[src/rtl/capture_ring_buffer_pkg.sv]
// Shared types, default sizing and pointer helper for the multi-channel capture ring buffer.
package capture_ring_buffer_pkg;

   typedef enum logic [2:0] {
      ST_IDLE      = 3'd0,
      ST_FILL      = 3'd1,
      ST_WAIT_TRIG = 3'd2,
      ST_POST      = 3'd3,
      ST_READOUT   = 3'd4
   } state_e;

   localparam int unsigned DEF_NUM_CH = 2;
   localparam int unsigned DEF_DWIDTH = 14;
   localparam int unsigned SAMPLE_W   = DEF_NUM_CH * DEF_DWIDTH;

   // Depth is a power of two, so masking gives the modulo.
   function automatic int unsigned ptr_sub(input int unsigned a, input int unsigned b,
                                           input int unsigned depth);
      return (a - b) & (depth - 1);
   endfunction

endpackage

[src/rtl/capture_ring_buffer_ring_ram.sv]
// Simple dual-port sample store: synchronous write, registered read with enable so a stalled
// reader keeps its last word. The array has no reset so it maps onto block RAM.
module capture_ring_buffer_ring_ram #(
   parameter int unsigned DEPTH = 16,
   parameter int unsigned W     = 28,
   parameter int unsigned AW    = $clog2(DEPTH)
) (
   input  logic          clk_i,
   input  logic          we_i,
   input  logic [AW-1:0] waddr_i,
   input  logic [W-1:0]  wdata_i,
   input  logic          re_i,
   input  logic [AW-1:0] raddr_i,
   output logic [W-1:0]  rdata_o
);

   logic [W-1:0] mem_q [DEPTH];
   logic [W-1:0] rdata_q;

   always_ff @(posedge clk_i) begin
      if (we_i) mem_q[waddr_i] <= wdata_i;
      if (re_i) rdata_q <= mem_q[raddr_i];
   end

   assign rdata_o = rdata_q;

endmodule

[src/rtl/capture_ring_buffer.sv]
// Triggered multi-channel capture: records while armed, freezes a DEPTH-sample window around
// the trigger, then drains it in order over a valid/ready stream.
module capture_ring_buffer
   import capture_ring_buffer_pkg::*;
#(
   parameter int unsigned NUM_CH    = DEF_NUM_CH,
   parameter int unsigned DWIDTH    = DEF_DWIDTH,
   parameter int unsigned DEPTH     = 16,
   parameter int unsigned ADDR_BITS = $clog2(DEPTH),
   parameter int unsigned CNT_BITS  = 16
) (
   input  logic                     CLOCK,
   input  logic                     RESET,
   input  logic                     ENABLE,
   input  logic [NUM_CH*DWIDTH-1:0] DATA_IN,
   input  logic                     ARM,
   input  logic [ADDR_BITS-1:0]     PRE_LEN,
   input  logic                     TRIGGER,
   output logic [NUM_CH*DWIDTH-1:0] DATA_OUT,
   output logic                     OUT_VALID,
   input  logic                     OUT_READY,
   output logic                     OUT_LAST,
   output logic                     ARMED,
   output logic                     BUSY,
   output logic [CNT_BITS-1:0]      MISSED_TRIG,
   output state_e                   DBG_STATE
);

   // Stream contract: a sample moves when OUT_VALID and OUT_READY are both high on a rising
   // edge; while OUT_VALID=1 and OUT_READY=0, DATA_OUT, OUT_LAST and OUT_VALID hold.

   localparam int unsigned SW = NUM_CH * DWIDTH;
   localparam logic [ADDR_BITS-1:0] PRE_MAX  = ADDR_BITS'(DEPTH - 1);
   localparam logic [ADDR_BITS:0]   LAST_IDX = (ADDR_BITS+1)'(DEPTH - 1);

   state_e                state_q;
   logic [ADDR_BITS-1:0]  wr_ptr_q, rd_ptr_q, fill_q, pre_q, post_cnt_q;
   logic [ADDR_BITS:0]    rd_cnt_q;
   logic                  s1_valid_q, s1_last_q;
   logic                  out_valid_q, out_last_q, armed_q, busy_q;
   logic [SW-1:0]         dout_q;
   logic [CNT_BITS-1:0]   missed_q;

   logic                  wr_en, trig_hit, trig_miss, adv, issue, fill_done;
   logic [ADDR_BITS-1:0]  fill_inc;
   logic [SW-1:0]         rdata;

   always_comb begin
      wr_en     = ENABLE && (state_q == ST_FILL || state_q == ST_WAIT_TRIG ||
                             state_q == ST_POST);
      trig_hit  = ENABLE && TRIGGER && (state_q == ST_WAIT_TRIG);
      trig_miss = TRIGGER && (state_q == ST_FILL || state_q == ST_POST ||
                              state_q == ST_READOUT);
      adv       = !out_valid_q || OUT_READY;
      issue     = (state_q == ST_READOUT) && adv && !rd_cnt_q[ADDR_BITS];
      fill_inc  = fill_q + ADDR_BITS'(1);
      fill_done = (fill_q == pre_q) || (ENABLE && fill_inc == pre_q);
   end

   capture_ring_buffer_ring_ram #(
      .DEPTH (DEPTH),
      .W     (SW),
      .AW    (ADDR_BITS)
   ) u_ram (
      .clk_i   (CLOCK),
      .we_i    (wr_en),
      .waddr_i (wr_ptr_q),
      .wdata_i (DATA_IN),
      .re_i    (issue),
      .raddr_i (rd_ptr_q),
      .rdata_o (rdata)
   );

   always_ff @(posedge CLOCK or negedge RESET) begin
      if (!RESET) begin
         state_q     <= ST_IDLE;
         wr_ptr_q    <= '0;
         rd_ptr_q    <= '0;
         fill_q      <= '0;
         pre_q       <= '0;
         post_cnt_q  <= '0;
         rd_cnt_q    <= '0;
         s1_valid_q  <= 1'b0;
         s1_last_q   <= 1'b0;
         out_valid_q <= 1'b0;
         out_last_q  <= 1'b0;
         armed_q     <= 1'b0;
         busy_q      <= 1'b0;
         dout_q      <= '0;
         missed_q    <= '0;
      end else begin
         if (trig_miss && missed_q != '1) missed_q <= missed_q + CNT_BITS'(1);
         if (wr_en) wr_ptr_q <= wr_ptr_q + ADDR_BITS'(1);

         case (state_q)
            ST_IDLE: begin
               if (ARM) begin
                  pre_q   <= PRE_LEN;
                  fill_q  <= '0;
                  armed_q <= 1'b1;
                  state_q <= ST_FILL;
               end
            end
            ST_FILL: begin
               if (ENABLE) fill_q <= fill_inc;
               if (fill_done) state_q <= ST_WAIT_TRIG;
            end
            ST_WAIT_TRIG: begin
               // wr_ptr_q still addresses the trigger sample being written this cycle.
               if (trig_hit) begin
                  rd_ptr_q   <= ADDR_BITS'(ptr_sub(32'(wr_ptr_q), 32'(pre_q), DEPTH));
                  post_cnt_q <= PRE_MAX - pre_q;
                  rd_cnt_q   <= '0;
                  armed_q    <= 1'b0;
                  busy_q     <= 1'b1;
                  state_q    <= (pre_q == PRE_MAX) ? ST_READOUT : ST_POST;
               end
            end
            ST_POST: begin
               if (ENABLE) begin
                  post_cnt_q <= post_cnt_q - ADDR_BITS'(1);
                  if (post_cnt_q == ADDR_BITS'(1)) state_q <= ST_READOUT;
               end
            end
            ST_READOUT: begin
               if (issue) begin
                  rd_ptr_q <= rd_ptr_q + ADDR_BITS'(1);
                  rd_cnt_q <= rd_cnt_q + (ADDR_BITS+1)'(1);
               end
               // Read stage and output stage advance together, so a stall freezes both.
               if (adv) begin
                  s1_valid_q  <= issue;
                  s1_last_q   <= issue && (rd_cnt_q == LAST_IDX);
                  out_valid_q <= s1_valid_q;
                  out_last_q  <= s1_last_q;
                  if (s1_valid_q) dout_q <= rdata;
               end
               if (out_valid_q && OUT_READY && out_last_q) begin
                  out_valid_q <= 1'b0;
                  out_last_q  <= 1'b0;
                  s1_valid_q  <= 1'b0;
                  s1_last_q   <= 1'b0;
                  busy_q      <= 1'b0;
                  state_q     <= ST_IDLE;
               end
            end
            default: state_q <= ST_IDLE;
         endcase
      end
   end

   assign DATA_OUT    = dout_q;
   assign OUT_VALID   = out_valid_q;
   assign OUT_LAST    = out_last_q;
   assign ARMED       = armed_q;
   assign BUSY        = busy_q;
   assign MISSED_TRIG = missed_q;
   assign DBG_STATE   = state_q;

endmodule

[config.mk]
export PLATFORM = sky130hd
export DESIGN_NAME = capture_ring_buffer
export DESIGN_NICKNAME = d
export VERILOG_FILES = /design/src/rtl/capture_ring_buffer_pkg.sv /design/src/rtl/capture_ring_buffer_ring_ram.sv /design/src/rtl/capture_ring_buffer.sv
export SDC_FILE = /design/constraint.sdc
export NUM_CORES = 1
export LEC_CHECK = 0
export ABC_CLOCK_PERIOD_IN_PS = 9300
export BUFFER_PORTS_ARGS = -buffer_cell sky130_fd_sc_hd__clkbuf_2
export CAP_MARGIN = 20
export CORE_MARGIN = 8
export CORE_UTILIZATION = 65
export CTS_CLUSTER_DIAMETER = 150
export DETAILED_ROUTE_END_ITERATION = 10
export PLACE_DENSITY = 0.87
export SYNTH_ARGS = -nofsm -noshare
export SYNTH_HDL_FRONTEND = slang
export SYNTH_SLANG_ARGS = --single-unit
[constraint.sdc]
create_clock -name CLOCK -period 9.3 [get_ports CLOCK]
set_input_delay 1.395 -clock CLOCK [delete_from_list [all_inputs] [get_ports CLOCK]]
set_output_delay 1.395 -clock CLOCK [all_outputs]
set_load 0.1 [all_outputs]
==> results of run 1 <==
==> final cells by class <==
| cell class | count | area [sq um] |
|---|---|---|
| multi-input cells | 390 | 5035 |
| fillers | 1744 | 8160 |
| diodes | 1 | 2.502 |
| inverters | 12 | 46.29 |
| well taps | 442 | 553.0 |
| flip-flops and latches | 554 | 16250 |
| clock inverters | 34 | 447.9 |
| clock buffers | 66 | 1446 |
| repair buffers | 105 | 590.6 |
==> kinds of logic after synthesis <==
logic type	Yosys count	synth area share [%]
flops	554	75.71
mux	173	16.43
simple gates	129	3.353
buf+inv	54	1.020
compound gates	43	1.283
xor+xnor	30	1.295
fa+ha+maj	15	0.9097
==> flip-flops by register name, indices dropped and copies added (netlist names), 3 cells and up <==
| register | count |
|---|---|
| u_ram.mem_q | 448 |
| MISSED_TRIG | 16 |
| rd_ptr_q | 4 |
| fill_q | 4 |
| wr_ptr_q | 4 |
| DATA_OUT | 28 |
| u_ram.rdata_o | 28 |
| DBG_STATE | 3 |
| rd_cnt_q | 5 |
| pre_q | 4 |
| post_cnt_q | 4 |
==> per-layer routing <==
layer	up-vias	routed length (microns)	part of all wire (%)
met5	-	13	0.027
met4	2	1954	4.0
met3	132	4370	9.0
met2	708	24820	51
met1	5568	17580	36
li1	4365	-	-
==> metrics by stage <==
step / worst slack (ns) / cells / util (%) / hold slack, ns / instance area [sq um]
2_1_floorplan: 4.689 / 998 / - / 0.4554 / 21460
3_3_place_gp: 5.221 / 1502 / 69.00 / 0.4578 / 22450
3_5_place_dp: 4.933 / 1503 / 69.09 / 0.4702 / 22480
4_1_cts: 5.495 / 1603 / 74.91 / 0.4845 / 24370
5_1_grt: 5.303 / 1604 / 74.92 / 0.4951 / 24380
6_report: 5.465 / 1604 / 74.92 / 0.4764 / 24380
==> where the power goes <==
| part | internal [uW] | total (uW) | switching, uW |
|---|---|---|---|
| Sequential | 3020 | 3240 | 227 |
| Combinational | 813 | 2020 | 1210 |
| Clock | 1390 | 2320 | 936 |
==> worst max-delay path: cells and delay by family <==
kind,cells,cell delay (ns)
buffers and inverters,2,0.60
AND/OR/NAND/NOR,4,2.05
==> placed cells by master, fill, tap and decap left out, types with 7 or more instances in the layout <==
master / netlist / layout
edfxtp_1: 476 / 476
mux4_2: 140 / 140
clkbuf_2: 0 / 87
dfrtp_1: 78 / 75
clkbuf_16: 0 / 54
mux2_2: 33 / 33
nand2_1: 26 / 26
nor2_1: 23 / 23
xnor2_1: 17 / 17
o21ai_0: 17 / 17
buf_4: 1 / 17
clkinv_2: 1 / 14
ha_1: 14 / 14
nand3_1: 13 / 13
inv_1: 11 / 11
xor2_1: 11 / 11
bufinv_16: 0 / 10
nand4_1: 8 / 8
nor3_1: 8 / 7
clkbuf_1: 26 / 7
==> worst max-delay path by stage <==
stage                                endpoint  cells past startpoint
after global placement     u_ram.mem_q[11][0]                      6
after floorplan             u_ram.mem_q[4][0]                      5
after CTS                 u_ram.mem_q[11][21]                      6
after detailed placement  u_ram.mem_q[11][21]                      6
after global routing      u_ram.mem_q[11][21]                      6
final                     u_ram.mem_q[11][21]                      6
==> metrics.csv, run 1 <==
stage,metric,value,unit
hold_path,hold_path_class,reg2reg,
yosys,netlist_top_cells_area,"edfxtp_1 67%, mux4_2 15%, dfrtp_1 9.1%",
die,die_x,197.7,microns
die,core-area,32540,sq um
route,drc_errors,0,
global_route,busiest_layer,met2,
route,drt_iter0_drc,1125,
yosys,synth.most_common_cell,edfxtp_1,
setup_path,critPathRequiredTime,9.54,ns
global_route,grt_use_met1,32.32,%
global_route,grt_pass1_wl,72260,microns
route,ant_nets,0,
die,ioPinCount,89,
global_route,grt_pass1_vias,11420,
pwr,vdd_ir_drop_max,0.2453,mV
yosys,yosysSeqAreaShare,75.71,%
yosys,post-synth-top-area-cell,edfxtp_1,
yosys,synthArstFlopShare,14.08,%
global_route,grt_usage,25.56,%
yosys,synth_warnings,0,
sta,rsz0062_at_grt,no,
setup_path,r2r-end,u_ram.mem_q[11][21],
global_route,grt_use_met3,5.724,%
hold_path,hold_depth,1,
die,start_util,65.95,%
cts,cts_buffer_depth,3,
global_route,grt_max_degree,73,
yosys,netlist_instances,998,
placed_design,port_buffers,88,
sta,fmax,260.8,MHz
status,status,"finished, final reports clean",
yosys,synth_common_cells,"476 x edfxtp_1, 140 x mux4_2, 78 x dfrtp_1, 33 x mux2_2",
cts,cts_buffers,53,
die,dieHeight,197.7,microns
hold_path,min_delay_worst_endpoint,ARMED,
route,wirelength,48730,microns
sta,fin_crit,3.835,ns
sta,final-max-slew-violation-count,0,
cts,clkLatencyLatePin,0.60,ns
setup_path,end_kind,register,
job,drv_cap,0,
cts,cts_hold_buf,0,
cts,cts.sinks,554,
sta,final_hold_viol_count,0,
pwr,p_per_area,311.2,nW/um^2
yosys,syn_area,21460,sq um
placed_design,dpl.hpwl,25400,microns
yosys,synth_area_per_cell,21.50,sq um
yosys,synthDistinctLibCells,53,
setup_path,cpPeakStageDelay,0.97,ns
cts,cts-resized-gates,0,
setup_path,reg2regPathDepth,5,
setup_path,critPathSlowestCell,nor3b_2,
route,firstDrtPassIters,7,
setup_path,crit_type,in2reg,
layout,final_layout_size_suffix_gt1_share,34.11,%
yosys,synth_nets,1051,
pwr,p_total,7586,uW
placed_design,place.gp.congestion,0.7617,
cts,clk_pin_slew_worst_paths,0.06,ns
hold_path,hold_start,ARMED,
global_route,gr-total-overflow,0,
route,wl_per_cell,30.38,microns
layout,nets,1169,
setup_path,rr_startpoint,DBG_STATE[0],
sta,setup_violations,0,
yosys,synth-seq-cells,554,
route,viasPerCell,6.718,
sta,finClkSkew,0.04094,ns
pwr,p_leak,0.008462,uW
die,dieArea,39080,sq um
yosys,yosys_most_used_dff,edfxtp_1,
setup_path,crit_chain,clkbuf_2 > nand2b_1 > nor2_1 > nand2_1 > nor3b_2 > buf_4,
setup_path,crit_arrival,4.07,ns
setup_path,critPathLaunchType,input port,
setup_path,r2r_slack,5.65,ns
global_route,antenna_found_initial,2,
sta,slew-limit-headroom,24.89,%
cts,clockRootBuffer,clkbuf_16,
cts,cts_tree,done,
yosys,synth-edff-count,476,
route,vias,10780,
cts,post_cts.repair.setup_buffers,0,
die,core.rowCount,66,
setup_path,crit_path_start,ENABLE,
setup_path,crit_fanout,18,
sta,fin_setup_tns,0,ns
yosys,yosysTopAreaCellShare,66.62,%
layout,area_growth,13.60,%
sta,min_period_over_period,41.23,%
global_route,use_met2,42.52,%
cts,h-tree-depth,2,
sta,worst-slew-pin-transition,1.127,ns
Note: power is estimated with default switching activity, not from simulation.
==> run 2: changes to the inputs <==
--- a/config.mk
+++ b/config.mk
@@ -5,14 +5,15 @@
 export SDC_FILE = /design/constraint.sdc
 export NUM_CORES = 1
 export LEC_CHECK = 0
-export ABC_CLOCK_PERIOD_IN_PS = 9300
+export ABC_AREA = 1
+export ABC_CLOCK_PERIOD_IN_PS = 3960
 export BUFFER_PORTS_ARGS = -buffer_cell sky130_fd_sc_hd__clkbuf_2
 export CAP_MARGIN = 20
 export CORE_MARGIN = 8
-export CORE_UTILIZATION = 65
+export CORE_UTILIZATION = 61
 export CTS_CLUSTER_DIAMETER = 150
 export DETAILED_ROUTE_END_ITERATION = 10
-export PLACE_DENSITY = 0.87
+export PLACE_DENSITY = 0.83
 export SYNTH_ARGS = -nofsm -noshare
 export SYNTH_HDL_FRONTEND = slang
 export SYNTH_SLANG_ARGS = --single-unit
==> constraint.sdc (replaced) <==
create_clock -name CLOCK -period 3.96 [get_ports CLOCK]
set_input_delay 0.594 -clock CLOCK [delete_from_list [all_inputs] [get_ports CLOCK]]
set_output_delay 0.594 -clock CLOCK [all_outputs]
set_load 0.1 [all_outputs]
==> metrics.csv, run 2 <==
stage,metric,value,unit
yosys,synth_warnings,0,
layout,nets,1923,
pwr,switching_share,40.06,%
route,wl_per_cell,22.14,microns
route,drt_iter0_drc,1856,
sta,fin_crit,2.864,ns
hold_path,hold_path_class,in2reg,
route,firstDrtPassIters,5,
global_route,grt_pass1_wl,80740,microns
placed_design,place.gp.congestion,0.8806,
setup_path,crit_fanout,28,
yosys,synthDistinctLibCells,38,
sta,slew-limit-headroom,28.01,%
cts,h-tree-depth,2,
yosys,yosysTopAreaCellShare,63.60,%
die,start_util,61.68,%
setup_path,cp_top_family,simple AND/OR/NAND/NOR gates,
layout,final_util,69.48,%
setup_path,critPathSlowestCell,nor2_4,
setup_path,crit_chain,nor2_4 > nor3_2 > nand2_1 > nor2_4,
pwr,p_clk_share,25.7,%
die,core.rowCount,70,
global_route,gr-total-overflow,0,
pwr,p_per_area,775.6,nW/um^2
yosys,synth_nets,1846,
cts,post_cts.repair.setup_buffers,0,
sta,min_period_over_period,72.31,%
layout,top_register,u_ram.mem_q,
placed_design,port_buffers,88,
setup_path,crit_type,reg2reg,
route,vias,14950,
sta,whs,0.2565,ns
global_route,busiest_layer,met2,
pwr,combPwrFrac,35.7,%
layout,final_layout_size_suffix_gt1_share,13.54,%
yosys,netlist_instances,1793,
cts,clockRootBuffer,clkbuf_16,
global_route,use_met2,38.51,%
pwr,p_seq_share,38.6,%
sta,fmax,349.2,MHz
sta,rsz0062_at_grt,no,
cts,cts-resized-gates,0,
global_route,grt_pass1_vias,14620,
route,drc_errors,0,
global_route,grt_max_degree,123,
route,wirelength,52760,microns
placed_design,dpl.hpwl,29180,microns
pwr,p_leak,0.009093,uW
sta,worst-slew-pin-transition,1.077,ns
yosys,synth.most_common_cell,edfxtp_1,
die,dieHeight,207.9,microns
global_route,antenna_found_initial,2,
layout,design_area,25320,sq um
sta,final-max-slew-violation-count,0,
yosys,post-synth-top-area-cell,edfxtp_1,
global_route,grt_usage,23.83,%
yosys,synth_common_cells,"476 x edfxtp_1, 370 x nor2_1, 249 x o21ai_0, 168 x nand2_1, 104 x o211ai_1",
route,ant_nets,0,
die,die_x,207.9,microns
cts,clk_pin_slew_worst_paths,0.06,ns
placed_design,place_ws,0.9242,ns
global_route,grt_use_met3,5.637,%
setup_path,r2r_slack,1.10,ns
yosys,syn_area,22470,sq um
pwr,p_sw,7867,uW
global_route,grt_use_met1,30.15,%
sta,finClkSkew,0.02356,ns
setup_path,critPathRequiredTime,4.16,ns
layout,final_common_cell,edfxtp_1,
setup_path,crit_arrival,3.06,ns
placed_design,postPlaceCellArea,23530,sq um
layout,area_growth,12.66,%
yosys,yosys_most_used_dff,edfxtp_1,
setup_path,cpPeakStageDelay,0.92,ns
sta,final_hold_viol_count,0,
cts,cts.sinks,554,
yosys,netlist_top_cells_area,"edfxtp_1 64%, dfrtp_1 8.7%, nor2_1 6.2%",
route,viasPerCell,6.274,
yosys,synth-edff-count,476,
die,dieArea,43240,sq um
yosys,synth_area_per_cell,12.53,sq um
sta,setup_violations,0,
sta,final_critical_path_setup_slack,1.096,ns
cts,cts_buffer_depth,3,
cts,clkLatencyLatePin,0.60,ns
yosys,synth-seq-cells,554,
yosys,synthArstFlopShare,14.08,%
cts,cts_hold_buf,0,
yosys,yosysSeqAreaShare,72.29,%
setup_path,critPathBufInv,0,
die,core-area,36430,sq um
setup_path,end_kind,register,
sta,fin_setup_tns,0,ns
layout,most-common-layout-cells,"476 x edfxtp_1, 354 x nor2_1, 249 x o21ai_0",
layout,largest_reg_flops,448,
cts,cts_buffers,54,
pwr,intPower,11770,uW
setup_path,cpMostUsedCell,nor2_4,
job,drv_cap,0,
die,ioPinCount,89,
status,status,"finished, final reports clean",
setup_path,critPathLaunchType,register,
pwr,vdd_ir_drop_max,0.4030,mV
cts,cts_tree,done,
[run 2: per-layer routing]
| metal | share of wire, % | wire [microns] | vias up |
|---|---|---|---|
| met4 | 4.3 | 2251 | 0 |
| met1 | 38 | 19820 | 7265 |
| met5 | 0 | 0 | - |
| li1 | - | - | 6619 |
| met2 | 48 | 25220 | 897 |
| met3 | 10 | 5462 | 169 |
[run 2: layout make-up]
type,count,area (sq um)
clock inverters,35,355.3
well taps,468,585.6
inverters,53,203.9
flip-flops and latches,554,16250
clock buffers,64,1389
repair buffers,119,823.3
fillers,2292,11120
multi-input cells,1088,5700
diodes,2,5.005
[run 2: power by group through the flow]
stage	Combinational (uW)	Clock, uW	Sequential (uW)
5_1_grt	7570	5270	7650
3_5_place_dp	6860	0	7690
4_1_cts	6950	5070	7570
6_report	7010	5040	7580
3_3_place_gp	6630	0	7650
2_1_floorplan	3780	0	8850
[run 2: path summary, 6_finish.rpt]
check                                   from                 end  cells after the start
setup / recovery                DBG_STATE[0]  u_ram.mem_q[1][11]                      4
hold / removal                    PRE_LEN[2]            pre_q[2]                      3
setup reg to reg                DBG_STATE[0]  u_ram.mem_q[1][11]                      4
hold reg to reg            u_ram.rdata_o[12]        DATA_OUT[12]                      1
max in group asynchronous              RESET         rd_ptr_q[1]                      3
min in group asynchronous              RESET               ARMED                      2
[run 2: worst reg2reg max path, cell delays in order, from the launching register on]
cell	delay (ns)
dfrtp_1	0.53
nor2_4	0.09
nor3_2	0.49
nand2_1	0.41
nor2_4	0.92
[run 2: stage by stage]
stage,power (uW),std cells
floorplan,12630,1793
global placement,14280,2280
detailed placement,14540,2280
CTS,19600,2379
global route,20490,2383
finish,19640,2383
[run 2: cell families after synthesis]
family | share of synthesized area (%)
xor+xnor | 0.8574
fa+ha+maj | 0.8686
mux | 1.737
flops | 72.29
buf+inv | 2.879
compound gates | 9.844
simple gates | 11.52
